<file path="config.mk">
export PLATFORM = sky130hd
export DESIGN_NAME = hazard_scoreboard
export DESIGN_NICKNAME = d
export VERILOG_FILES = /design/src/rtl/hazard_scoreboard_pkg.sv /design/src/rtl/hazard_scoreboard_countdown.sv /design/src/rtl/hazard_scoreboard.sv
export SDC_FILE = /design/constraint.sdc
export NUM_CORES = 1
export LEC_CHECK = 0
export CAP_MARGIN = 20
export CORE_UTILIZATION = 60
export DETAILED_ROUTE_END_ITERATION = 10
export PLACE_DENSITY_LB_ADDON = 0.12
export SLEW_MARGIN = 5
export SYNTH_ARGS = -nofsm -noshare
export SYNTH_HDL_FRONTEND = slang
export SYNTH_HIERARCHICAL = 1
export SYNTH_SLANG_ARGS = --single-unit
</file>
<file path="constraint.sdc">
create_clock -name clk -period 15.9 [get_ports clk]
set_input_delay 3.18 -clock clk [delete_from_list [all_inputs] [get_ports clk]]
set_output_delay 3.18 -clock clk [all_outputs]
set_load 0.02 [all_outputs]
</file>
<file path="src/rtl/hazard_scoreboard_pkg.sv">
// Shared pipeline definitions for the ID-stage hazard scoreboard.
// Register index width, producer latency classes and default latencies.
package hazard_scoreboard_pkg;

    localparam int REG_W      = 5;
    localparam int MD_LAT_DEF = 4;
    localparam int LD_LAT_DEF = 1;

    typedef enum logic [1:0] {
        LAT_ALU    = 2'd0,
        LAT_LOAD   = 2'd1,
        LAT_MULDIV = 2'd2
    } latClass_e;

endpackage

</file>
<file path="src/rtl/hazard_scoreboard_countdown.sv">
// Single load/decrement countdown used per tracked register and for MUL/DIV.
// A load takes priority over the decrement in the same cycle.
module reg_countdown #(
    parameter int CW = 4
) (
    input  logic          clk,
    input  logic          rst_n,
    input  logic          load,
    input  logic [CW-1:0] loadVal,
    output logic [CW-1:0] count
);

    always_ff @(posedge clk or negedge rst_n) begin
        if (!rst_n) begin
            count <= '0;
        end else if (load) begin
            count <= loadVal;
        end else if (count != '0) begin
            count <= count - 1'b1;
        end
    end

endmodule

</file>
<file path="src/rtl/hazard_scoreboard.sv">
// Producer-side scoreboard: tracks in-flight writes and stalls ID when an
// operand is not yet forwardable, a WAW would reorder, or MUL/DIV is busy.
module hazard_scoreboard
    import hazard_scoreboard_pkg::*;
#(
    parameter int MD_LAT = MD_LAT_DEF,
    parameter int LD_LAT = LD_LAT_DEF,
    parameter int CW     = 4
) (
    input  logic             clk,
    input  logic             rst_n,
    input  logic             id_valid,
    input  logic             id_kill,
    input  logic [REG_W-1:0] id_rs,
    input  logic [REG_W-1:0] id_rt,
    input  logic             id_use_rs,
    input  logic             id_use_rt,
    input  logic [REG_W-1:0] id_write_reg,
    input  logic             id_RegWr,
    input  logic             id_MemRead,
    input  logic             id_muldiv,
    output logic             stall,
    output logic             bubble,
    output logic             md_busy,
    output logic [31:0]      pending
);

    logic [CW-1:0] cnt [32];
    logic [CW-1:0] mdCnt;
    logic [CW-1:0] lat;
    latClass_e     latClass;
    logic          rawHit;
    logic          wawHit;
    logic          mdHit;
    logic          issue;

    // MUL/DIV dominates when both class bits are set
    always_comb begin
        latClass = LAT_ALU;
        priority case (1'b1)
            id_muldiv:  latClass = LAT_MULDIV;
            id_MemRead: latClass = LAT_LOAD;
            default:    latClass = LAT_ALU;
        endcase
    end

    always_comb begin
        lat = '0;
        case (latClass)
            LAT_MULDIV: lat = CW'(MD_LAT);
            LAT_LOAD:   lat = CW'(LD_LAT);
            default:    lat = '0;
        endcase
    end

    assign rawHit = (id_use_rs && cnt[id_rs] != '0)
                 || (id_use_rt && cnt[id_rt] != '0);
    assign wawHit = id_RegWr && id_write_reg != '0
                 && cnt[id_write_reg] > lat;
    assign mdHit  = id_muldiv && mdCnt != '0;

    assign stall  = id_valid && !id_kill && (rawHit || wawHit || mdHit);
    assign bubble = stall;
    assign issue  = id_valid && !id_kill && !stall;

    assign cnt[0] = '0;

    for (genvar r = 1; r < 32; r++) begin : gReg
        reg_countdown #(.CW(CW)) uCnt (
            .clk     (clk),
            .rst_n   (rst_n),
            .load    (issue && id_RegWr && lat != '0
                      && id_write_reg == REG_W'(r)),
            .loadVal (lat),
            .count   (cnt[r])
        );
    end

    reg_countdown #(.CW(CW)) uMdCnt (
        .clk     (clk),
        .rst_n   (rst_n),
        .load    (issue && id_muldiv),
        .loadVal (CW'(MD_LAT)),
        .count   (mdCnt)
    );

    assign md_busy = mdCnt != '0;

    always_comb begin
        pending = '0;
        for (int r = 0; r < 32; r++) begin
            pending[r] = cnt[r] != '0;
        end
    end

endmodule

</file>
==> results of run 1 <==
## state kept, by name (all words and copies together) (netlist names)
register,flops
gReg.uCnt/count,124
uMdCnt/count,4
## worst register-to-register path, stage by stage (launching register included)
cell and delay, ps:
dfrtp_1 470, mux4_2 480, mux2_2 280, a221oi_1 330, o21ai_0 130, ha_1 400, nor2b_1 170, o21ai_0 150
o41ai_1 90, or3_1 400, nor3_1 340, nand4_2 500, nor3_1 1030, nor3_1 150, a221o_1 370
## per-stage QoR
stage / total power (W) / utilization [%] / hold slack, ps
after floorplan: 0.00174 / - / 630
after global placement: 0.00202 / 66.2 / 661
after detailed placement: 0.00206 / 66.2 / 679
after CTS: 0.00249 / 69.8 / 693
after global routing: 0.00266 / 69.8 / 741
final: 0.00250 / 69.8 / 694
## area by class of cell
type	count	area, um2	share of cell area (%)
Tap cell	225	282	2.34
Inverter	81	304	2.53
Clock inverter	13	159	1.32
Clock buffer	19	453	3.76
Timing Repair Buffer	71	663	5.51
Multi-Input combinational cell	824	6970	57.9
Sequential cell	128	3200	26.6
## path summary, 6_finish.rpt
| path | from | endpoint | slack, ps |
|---|---|---|---|
| hold / removal | uMdCnt/count[2] | uMdCnt/count[2] | 690 |
| setup / recovery | id_write_reg[1] | stall | 5050 |
| max in group asynchronous | rst_n | gReg[17].uCnt/count[0] | 11640 |
| hold reg to reg | uMdCnt/count[2] | uMdCnt/count[2] | 690 |
| min in group asynchronous | rst_n | gReg[4].uCnt/count[2] | 2830 |
| setup reg to reg | gReg[10].uCnt/count[2] | gReg[23].uCnt/count[3] | 10490 |
## cells in the final DEF, fill, tap and decap left out, drive strengths merged, types with 4 or more instances in the layout
master         count
a211oi             5
a21oi              4
a221o             32
buf               15
clkbuf            21
clkdlybuf4s50     54
clkinv             6
conb              67
dfrtp            128
ha                66
inv               82
mux2              38
mux2i             15
mux4              38
nand2            117
nand2b             8
nand3              5
nor2              24
nor2b              5
nor3              82
nor3b             66
nor4              25
o211ai             6
o21ai             72
o22ai              6
o31ai             32
or4               17
xnor2             64
## cells in the mapped netlist, drive strengths merged, types with 3 or more instances
master,number
dfrtp,128
nand2,117
nor3,82
inv,80
o21ai,72
ha,66
nor3b,66
xnor2,64
clkbuf,41
mux2,38
mux4,38
a221o,32
o31ai,32
nor4,25
nor2,24
buf,18
or4,17
mux2i,15
nand2b,8
o211ai,6
o22ai,6
a211oi,5
nand3,5
nor2b,5
a21oi,4
a31oi,3
or2,3
or3,3
## cell families after synthesis
group | count (synthesis)
compound gates | 175
flops | 128
mux | 91
xor+xnor | 64
other cells | 2
buf+inv | 140
fa+ha+maj | 66
simple gates | 361
## routing by layer
layer,up-vias,routed length [um],track usage [%],part of all wire (%)
li1,3897,-,-,-
met1,4138,11300,41.4,42
met4,0,940,13.9,3.5
met2,301,12900,51.5,48
met5,-,0,0,0
met3,68,1720,6.20,6.4
## power by group
part | internal [W] | switching (W) | total [W]
sequential | 0.000504 | 0.000277 | 0.000781
clock | 0.000255 | 0.000155 | 0.000410
combinational | 0.000720 | 0.000584 | 0.00130
==> results.json, run 1 <==
{
  "cp.required_ps": 12720,
  "path_buf_inv": 4,
  "wire_per_inst_um": 19.7,
  "synth_edf_count": 0,
  "final_cells": 1361,
  "postRouteAntennaNets": 0,
  "fillCellCount": 1312,
  "critical_path_depth": 15,
  "startpoint_type": "primary input",
  "whs_path_depth": 2,
  "vdd_drop_max_mv": 0.121,
  "slowest_delay_ps": 610,
  "layout-area-overhead-vs-synth_pct": 14.4,
  "cp_common_cell": "clkdlybuf4s50_1",
  "crit_path_end_kind": "output pin",
  "cts_setup_buffers": 0,
  "layout_min_cycle_time_ps": 10850,
  "initial_core_util_pct": 61.0,
  "fmax_mhz": 92.2,
  "syn-cell-area_um2": 10500,
  "insertion_delay_ps": 430,
  "synth_ff_type": "dfrtp_1",
  "max_cap_viol_count": 0,
  "synth_top_area_share_pct": 30.4,
  "ys_ff_latch": 128,
  "fp-row-count": 48,
  "grt_pass1_vias": 8235,
  "gp_routability_congestion": 0.936,
  "min_path_type": "reg -> reg",
  "synthAdderAreaFrac_pct": 7.85,
  "die_x_um": 134,
  "antenna_found_initial": 0,
  "numCtsBuffers": 17,
  "placed_cells_incl_taps": 1327,
  "path_max_fanout": 29,
  "dp_hpwl_um": 19200,
  "clock-sinks": 128,
  "clock_tree.buffer_depth": 2,
  "hold_buffers": 0,
  "first_pass_iters": 5,
  "first_iter_violations": 677,
  "p_leak_nw": 4.87,
  "tritoncts": "done",
  "synth.area.top_cells": "dfrtp_1 30%, ha_1 7.8%, mux4_2 7.7%, nor3b_4 5.7%, xnor2_1 5.3%",
  "clock_skew_ps": 15.7,
  "path_clk_slew_ps": 60,
  "fin_tns_setup_ps": 0,
  "design.core.area_um2": 17200,
  "p_per_area_nw_per_um2": 207,
  "synth.area.mux_share_pct": 14.8,
  "place_area_um2": 11400,
  "status": "finished clean",
  "r2r_cells": 14,
  "yosys_warnings": 6,
  "grt_pass1_wl_um": 43900,
  "crit_arrival_ps": 7670,
  "synthSimpleGateAreaFrac_pct": 23.2,
  "syn_avg_cell_area_um2": 10.2,
  "async_flop_share_pct": 100,
  "antenna-diode-count": 0,
  "port_buffers": 57,
  "cp_slowest_cell": "clkdlybuf4s50_1",
  "finalSetupViolCount": 0,
  "synth_top_family_by_area": "simple AND/OR/NAND/NOR gates",
  "boundaryPins": 59,
  "grt_start_max_net_pins": 70,
  "period_share_pct": 68.2,
  "drc_errors": 0,
  "synth_xor_area_share_pct": 5.33,
  "cts_root_buf": "clkbuf_16",
  "slew_viol_final": 0,
  "crit_type": "in -> out",
  "vias": 8404,
  "die-area_um2": 18100,
  "fin_ws_ps": 5050,
  "synth.distinct_cells": 60,
  "layout.nets": 1213,
  "critPathTopFamily": "buffers and inverters",
  "grt_overflow": 0,
  "grt_usage_pct": 31.7,
  "slew_headroom_pct": 23.7,
  "cp_cell_sequence": "clkdlybuf4s50_1 > buf_4 > inv_1 > nand2_1 > o22ai_1 > a221oi_1 > o21ai_0 > ha_1 > a211oi_1 > or3_1 > o211ai_1 > a22oi_1 > a21boi_0 > o21a_1 > clkdlybuf4s50_1",
  "final_area_um2": 12000,
  "place_ws_ps": 5130,
  "fp.dieH_um": 134,
  "yosysTopAreaCell": "dfrtp_1",
  "rsz0062_at_grt": "no",
  "worst_pin_slew_ps": 1140,
  "synth_compound_area_share_pct": 12.7,
  "vias_per_cell": 6.17,
  "drive_gt1_share_pct": 19.5,
  "cts_max_level": 4,
  "cts_resized": 0,
  "ys_seq_area_share_pct": 30.4,
  "wirelength_um": 26800,
  "finalHoldViolCount": 0,
  "synthCells": 1027
}
Note: power is estimated with default switching activity, not from simulation.
==> run 2: changes to the inputs <==
--- a/config.mk
+++ b/config.mk
@@ -6,7 +6,7 @@
 export NUM_CORES = 1
 export LEC_CHECK = 0
 export CAP_MARGIN = 20
-export CORE_UTILIZATION = 60
+export CORE_UTILIZATION = 56
 export DETAILED_ROUTE_END_ITERATION = 10
 export PLACE_DENSITY_LB_ADDON = 0.12
 export SLEW_MARGIN = 5
==> constraint.sdc (replaced) <==
create_clock -name clk -period 9.3 [get_ports clk]
set_input_delay 1.86 -clock clk [delete_from_list [all_inputs] [get_ports clk]]
set_output_delay 1.86 -clock clk [all_outputs]
set_load 0.02 [all_outputs]
==> run 2 against run 1 <==
Core utilization decreased by 3.9 points. Power increased by 70%. Critical path depth fell by 1. Sequential cell count unchanged. First-iteration DRC count down 7.8%. Sequential share of layout area grew 0.069 points. The flow now finishes with violations (DRC). Combinational power grew 71%. Largest power group unchanged. Setup slack got worse by 4000 ps. Clock skew shrank 2.0 ps. Global-route usage shrank 1.7 points. Non-clock buffer count up 3. Die area is 7.0% higher.
==> results.json, run 2 (synthesis results as in run 1) <==
{
  "violations": "DRC",
  "final_cell_mix": "128 x dfrtp_1, 117 x nand2_1, 80 x inv_1",
  "worst_pin_slew_ps": 1090,
  "die_x_um": 139,
  "wirelength_um": 27700,
  "grt_start_max_net_pins": 66,
  "crit_type": "in -> out",
  "port_buffers": 57,
  "hold_buffers": 0,
  "min_path_type": "reg -> reg",
  "hold_start": "uMdCnt/count[2]",
  "slew_headroom_pct": 26.6,
  "p_leak_nw": 4.86,
  "clock_skew_ps": 13.7,
  "crit_start": "id_write_reg[1]",
  "clock-sinks": 128,
  "antenna_found_initial": 0,
  "max_cap_viol_count": 0,
  "layout_min_cycle_time_ps": 8260,
  "regToRegEndpoint": "gReg[18].uCnt/count[3]",
  "fmax_mhz": 121,
  "insertion_delay_ps": 430,
  "grt_pass1_wl_um": 45000,
  "power_w": 0.00423,
  "vias_per_cell": 6.14,
  "top_register": "gReg.uCnt/count",
  "largestRegisters": "gReg.uCnt/count (124), uMdCnt/count (4)",
  "cts_setup_buffers": 0,
  "period_share_pct": 88.8,
  "whs_path_depth": 2,
  "r2r_cells": 14,
  "cts_max_level": 4,
  "fin_tns_setup_ps": 0,
  "vias": 8398,
  "boundaryPins": 59,
  "numCtsBuffers": 17,
  "fillCellCount": 1454,
  "design.core.area_um2": 18200,
  "cp.required_ps": 7440,
  "grt_usage_pct": 30.1,
  "p_per_area_nw_per_um2": 353,
  "drc_errors": 5,
  "path_max_fanout": 13,
  "startpoint_type": "primary input",
  "crit_path_end_kind": "output pin",
  "layout-area-overhead-vs-synth_pct": 14.1,
  "final_common_cell": "dfrtp_1",
  "cts_resized": 0,
  "tritoncts": "done",
  "drive_gt1_share_pct": 19.3,
  "path_clk_slew_ps": 60,
  "grt_overflow": 0,
  "grt_pass1_vias": 8437,
  "finalSetupViolCount": 0,
  "gp_routability_congestion": 0.903,
  "rsz0062_at_grt": "no",
  "finalHoldViolCount": 0,
  "die-area_um2": 19300,
  "wire_per_inst_um": 20.3,
  "postRouteAntennaNets": 0,
  "clock_tree.buffer_depth": 2,
  "first_pass_iters": 10,
  "fin_util_pct": 65.9,
  "slew_viol_final": 0,
  "holdPathEnd": "uMdCnt/count[2]",
  "cts_root_buf": "clkbuf_16",
  "r2r_setup_slack_ps": 3810,
  "status": "complete, but fails checks",
  "fp.dieH_um": 139,
  "initial_core_util_pct": 57.8,
  "dp_hpwl_um": 20500,
  "largest_register_ff_count": 124,
  "antenna-diode-count": 0,
  "layout.nets": 1216,
  "r2r_start": "gReg[11].uCnt/count[2]",
  "first_iter_violations": 624,
  "fp-row-count": 49,
  "vdd_drop_max_mv": 0.204,
  "crit_arrival_ps": 6400
}
-- run 2: changes by cell type in the layout (fill, tap and decap cells not counted) --
cell | previous run | this run
buf_4 | 13 | 16
inv_6 | 2 | 1
clkbuf_1 | 0 | 3
clkbuf_8 | 2 | 0
clkinv_2 | 4 | 5
clkinv_4 | 1 | 0
bufinv_16 | 3 | 2
-- run 2: layout make-up --
cell class / count / area [um2] / share of cell area [%]
Inverter: 81 / 304 / 2.53
Timing Repair Buffer: 74 / 686 / 5.71
Tap cell: 229 / 287 / 2.39
Clock buffer: 20 / 437 / 3.64
Sequential cell: 128 / 3200 / 26.7
Clock inverter: 11 / 116 / 0.969
Multi-Input combinational cell: 824 / 6970 / 58.1
-- run 2: report_power, final --
part           switching (W)  internal [W]
Sequential          0.000489      0.000861
Combinational       0.000989       0.00123
Clock               0.000269      0.000391
-- run 2: layer usage --
layer | up-vias | share of wire [%] | wire [um] | global-route usage (%)
met1 | 4135 | 43 | 11800 | 38.9
met2 | 302 | 48 | 13200 | 49.4
met3 | 69 | 6.2 | 1710 | 5.15
li1 | 3892 | - | - | -
met5 | - | 0 | 0 | 0
met4 | 0 | 3.5 | 962 | 13.6
-- run 2: metrics by stage --
| step | std cells | setup WS, ps | area (um2) | hold slack, ps |
|---|---|---|---|---|
| after floorplan | 1092 | 1880 | 10800 | 630 |
| after global placement | 1334 | 1270 | 11400 | 661 |
| after detailed placement | 1334 | 1170 | 11400 | 677 |
| after CTS | 1365 | 1150 | 12000 | 688 |
| after global routing | 1367 | 678 | 12000 | 718 |
| final | 1367 | 1040 | 12000 | 681 |
-- run 2: worst max-delay path: stages --
cell             delay (ps)
clkdlybuf4s50_1         740
buf_4                   290
mux4_2                  320
mux2_2                  280
a221oi_1                340
o21ai_0                 130
ha_1                    430
a211oi_1                110
or3_1                   390
o211ai_1                150
a22oi_1                 140
a21boi_0                420
o21a_1                  190
clkdlybuf4s50_1         600
-- run 2: how the worst max path moves through the flow --
stage,endpoint,slack (ps),depth (start not counted)
2_1_floorplan,stall,1880,16
3_3_place_gp,bubble,1270,14
3_5_place_dp,stall,1170,15
4_1_cts,stall,1150,15
5_1_grt,stall,680,15
6_report,bubble,1040,14
==> run 3: changes to the inputs <==
--- a/config.mk
+++ b/config.mk
@@ -7,8 +7,9 @@
 export LEC_CHECK = 0
 export CAP_MARGIN = 20
 export CORE_UTILIZATION = 56
+export CTS_CLUSTER_SIZE = 12
 export DETAILED_ROUTE_END_ITERATION = 10
-export PLACE_DENSITY_LB_ADDON = 0.12
+export PLACE_DENSITY = 0.78
 export SLEW_MARGIN = 5
 export SYNTH_ARGS = -nofsm -noshare
 export SYNTH_HDL_FRONTEND = slang
==> run 3 against run 2 <==
Highest routed layer unchanged. Via count grew 2.5%. Sequential share of layout area shrank 0.061 points. The run still ends with DRC left. Largest power group unchanged. Non-clock buffer count shrank 2.
==> results.json, run 3 (synthesis results as in run 1) <==
{
  "p_leak_nw": 4.86,
  "hold_buffers": 0,
  "wirelength_um": 27900,
  "wl_met2_um": 13200,
  "min_path_type": "reg -> reg",
  "fmax_mhz": 119,
  "highest_layer": "met4",
  "antenna-diode-count": 0,
  "r2r_setup_slack_ps": 3740,
  "cts_setup_buffers": 0,
  "crit_arrival_ps": 6530,
  "tritoncts": "done",
  "gp_routability_congestion": 0.962,
  "cts_root_buf": "clkbuf_16",
  "grt_pass1_wl_um": 44800,
  "path_clk_slew_ps": 60,
  "first_pass_iters": 9,
  "fin_util_pct": 66.1,
  "layout_min_cycle_time_ps": 8390,
  "top_register": "gReg.uCnt/count",
  "initial_core_util_pct": 57.8,
  "cp.required_ps": 7440,
  "final_cell_mix": "128 x dfrtp_1, 117 x nand2_1, 80 x inv_1",
  "layout-area-overhead-vs-synth_pct": 14.4,
  "fin_tns_setup_ps": 0,
  "worst_pin_slew_ps": 1030,
  "first_iter_violations": 786,
  "finalHoldViolCount": 0,
  "largest_register_ff_count": 124,
  "wl_met3_um": 2340,
  "slew_viol_final": 0,
  "grt_overflow": 0,
  "fp-row-count": 49,
  "vias_per_cell": 6.30,
  "die_x_um": 139,
  "rsz0062_at_grt": "no",
  "wl_met1_um": 11000,
  "grt_start_max_net_pins": 72,
  "numCtsBuffers": 17,
  "path_max_fanout": 16,
  "grt_usage_pct": 30.0,
  "crit_type": "in -> out",
  "dp_hpwl_um": 20100,
  "status": "complete, but fails checks",
  "port_buffers": 57,
  "clock_skew_ps": 10.5,
  "largestRegisters": "gReg.uCnt/count (124), uMdCnt/count (4)",
  "fp.dieH_um": 139,
  "slowest_delay_ps": 850,
  "startpoint_type": "primary input",
  "violations": "DRC",
  "crit_path_end_kind": "output pin",
  "final_common_cell": "dfrtp_1",
  "grt_pass1_vias": 8428,
  "cp_cell_sequence": "clkdlybuf4s50_1 > buf_4 > mux4_2 > mux4_2 > nand2_1 > o21ai_0 > ha_1 > a211oi_1 > or3_1 > o211ai_1 > a22oi_1 > a21boi_0 > o21a_1 > clkdlybuf4s50_1",
  "wire_per_inst_um": 20.4,
  "clock_tree.buffer_depth": 2,
  "finalSetupViolCount": 0,
  "postRouteAntennaNets": 0,
  "drive_gt1_share_pct": 19.2,
  "design.core.area_um2": 18200,
  "layout.nets": 1214,
  "slew_headroom_pct": 30.5,
  "die-area_um2": 19300,
  "vdd_drop_max_mv": 0.196,
  "p_per_area_nw_per_um2": 357,
  "clock-sinks": 128,
  "vias": 8609,
  "max_cap_viol_count": 0,
  "final_area_um2": 12000,
  "antenna_found_initial": 0,
  "drc_errors": 5,
  "cts_max_level": 4,
  "boundaryPins": 59,
  "place_area_um2": 11400,
  "cts_resized": 0,
  "cp_slowest_cell": "clkdlybuf4s50_1",
  "insertion_delay_ps": 430,
  "period_share_pct": 90.2
}
-- run 3: cell types whose count changed in the layout (fill, tap and decap cells not counted), sizes merged --
cell | previous run | this run
buf | 18 | 17
bufinv | 2 | 3
clkbuf | 22 | 24
clkinv | 6 | 5
clkinvlp | 3 | 2
inv | 81 | 80
-- run 3: path summary, 6_finish.rpt --
kind	start	to	cells past startpoint
hold / removal	uMdCnt/count[2]	uMdCnt/count[2]	2
setup / recovery	id_write_reg[1]	bubble	14
setup reg to reg	gReg[10].uCnt/count[2]	gReg[18].uCnt/count[3]	14
max in group asynchronous	rst_n	gReg[29].uCnt/count[3]	2
min in group asynchronous	rst_n	gReg[3].uCnt/count[2]	1
hold reg to reg	uMdCnt/count[2]	uMdCnt/count[2]	2
-- run 3: stage by stage --
step	hold WS [ps]	instances	setup slack (ps)	power, W
3_5_place_dp	668	1333	1060	0.00355
4_1_cts	684	1365	1060	0.00428
3_3_place_gp	660	1333	1210	0.00346
5_1_grt	720	1366	775	0.00455
2_1_floorplan	630	1092	1880	0.00297
6_report	673	1366	915	0.00430
-- run 3: worst max-delay path, delay by kind of cell --
| family | cells | cell delay [ps] |
|---|---|---|
| AND/OR/NAND/NOR | 2 | 470 |
| AO/OA/AOI/OAI | 6 | 1140 |
| buffers and inverters | 3 | 1800 |
| multiplexers | 2 | 810 |
| adder cells (fa/ha/maj) | 1 | 430 |
-- run 3: where the power goes --
| part | internal [W] | leakage [nW] | switching, W |
|---|---|---|---|
| Combinational | 0.00123 | 3.04 | 0.00101 |
| Sequential | 0.000861 | 1.53 | 0.000505 |
| Clock | 0.000435 | 0.287 | 0.000254 |
| Total | 0.00253 | 4.86 | 0.00177 |
-- run 3: layout make-up --
cell class | instances | area, um2
clock buffer | 23 | 468
clock inverter | 9 | 133
fill | 1389 | 6170
inverter | 81 | 304
multi-input combinational | 824 | 6970
sequential | 128 | 3200
tap | 229 | 287
timing repair buffer | 72 | 671
-- run 3: routing by layer --
metal  track usage, %  vias up
met1             37.7     4200
li1                 -     3893
met4             17.9        0
met5                0        -
met2             47.7      418
met3             6.49       98
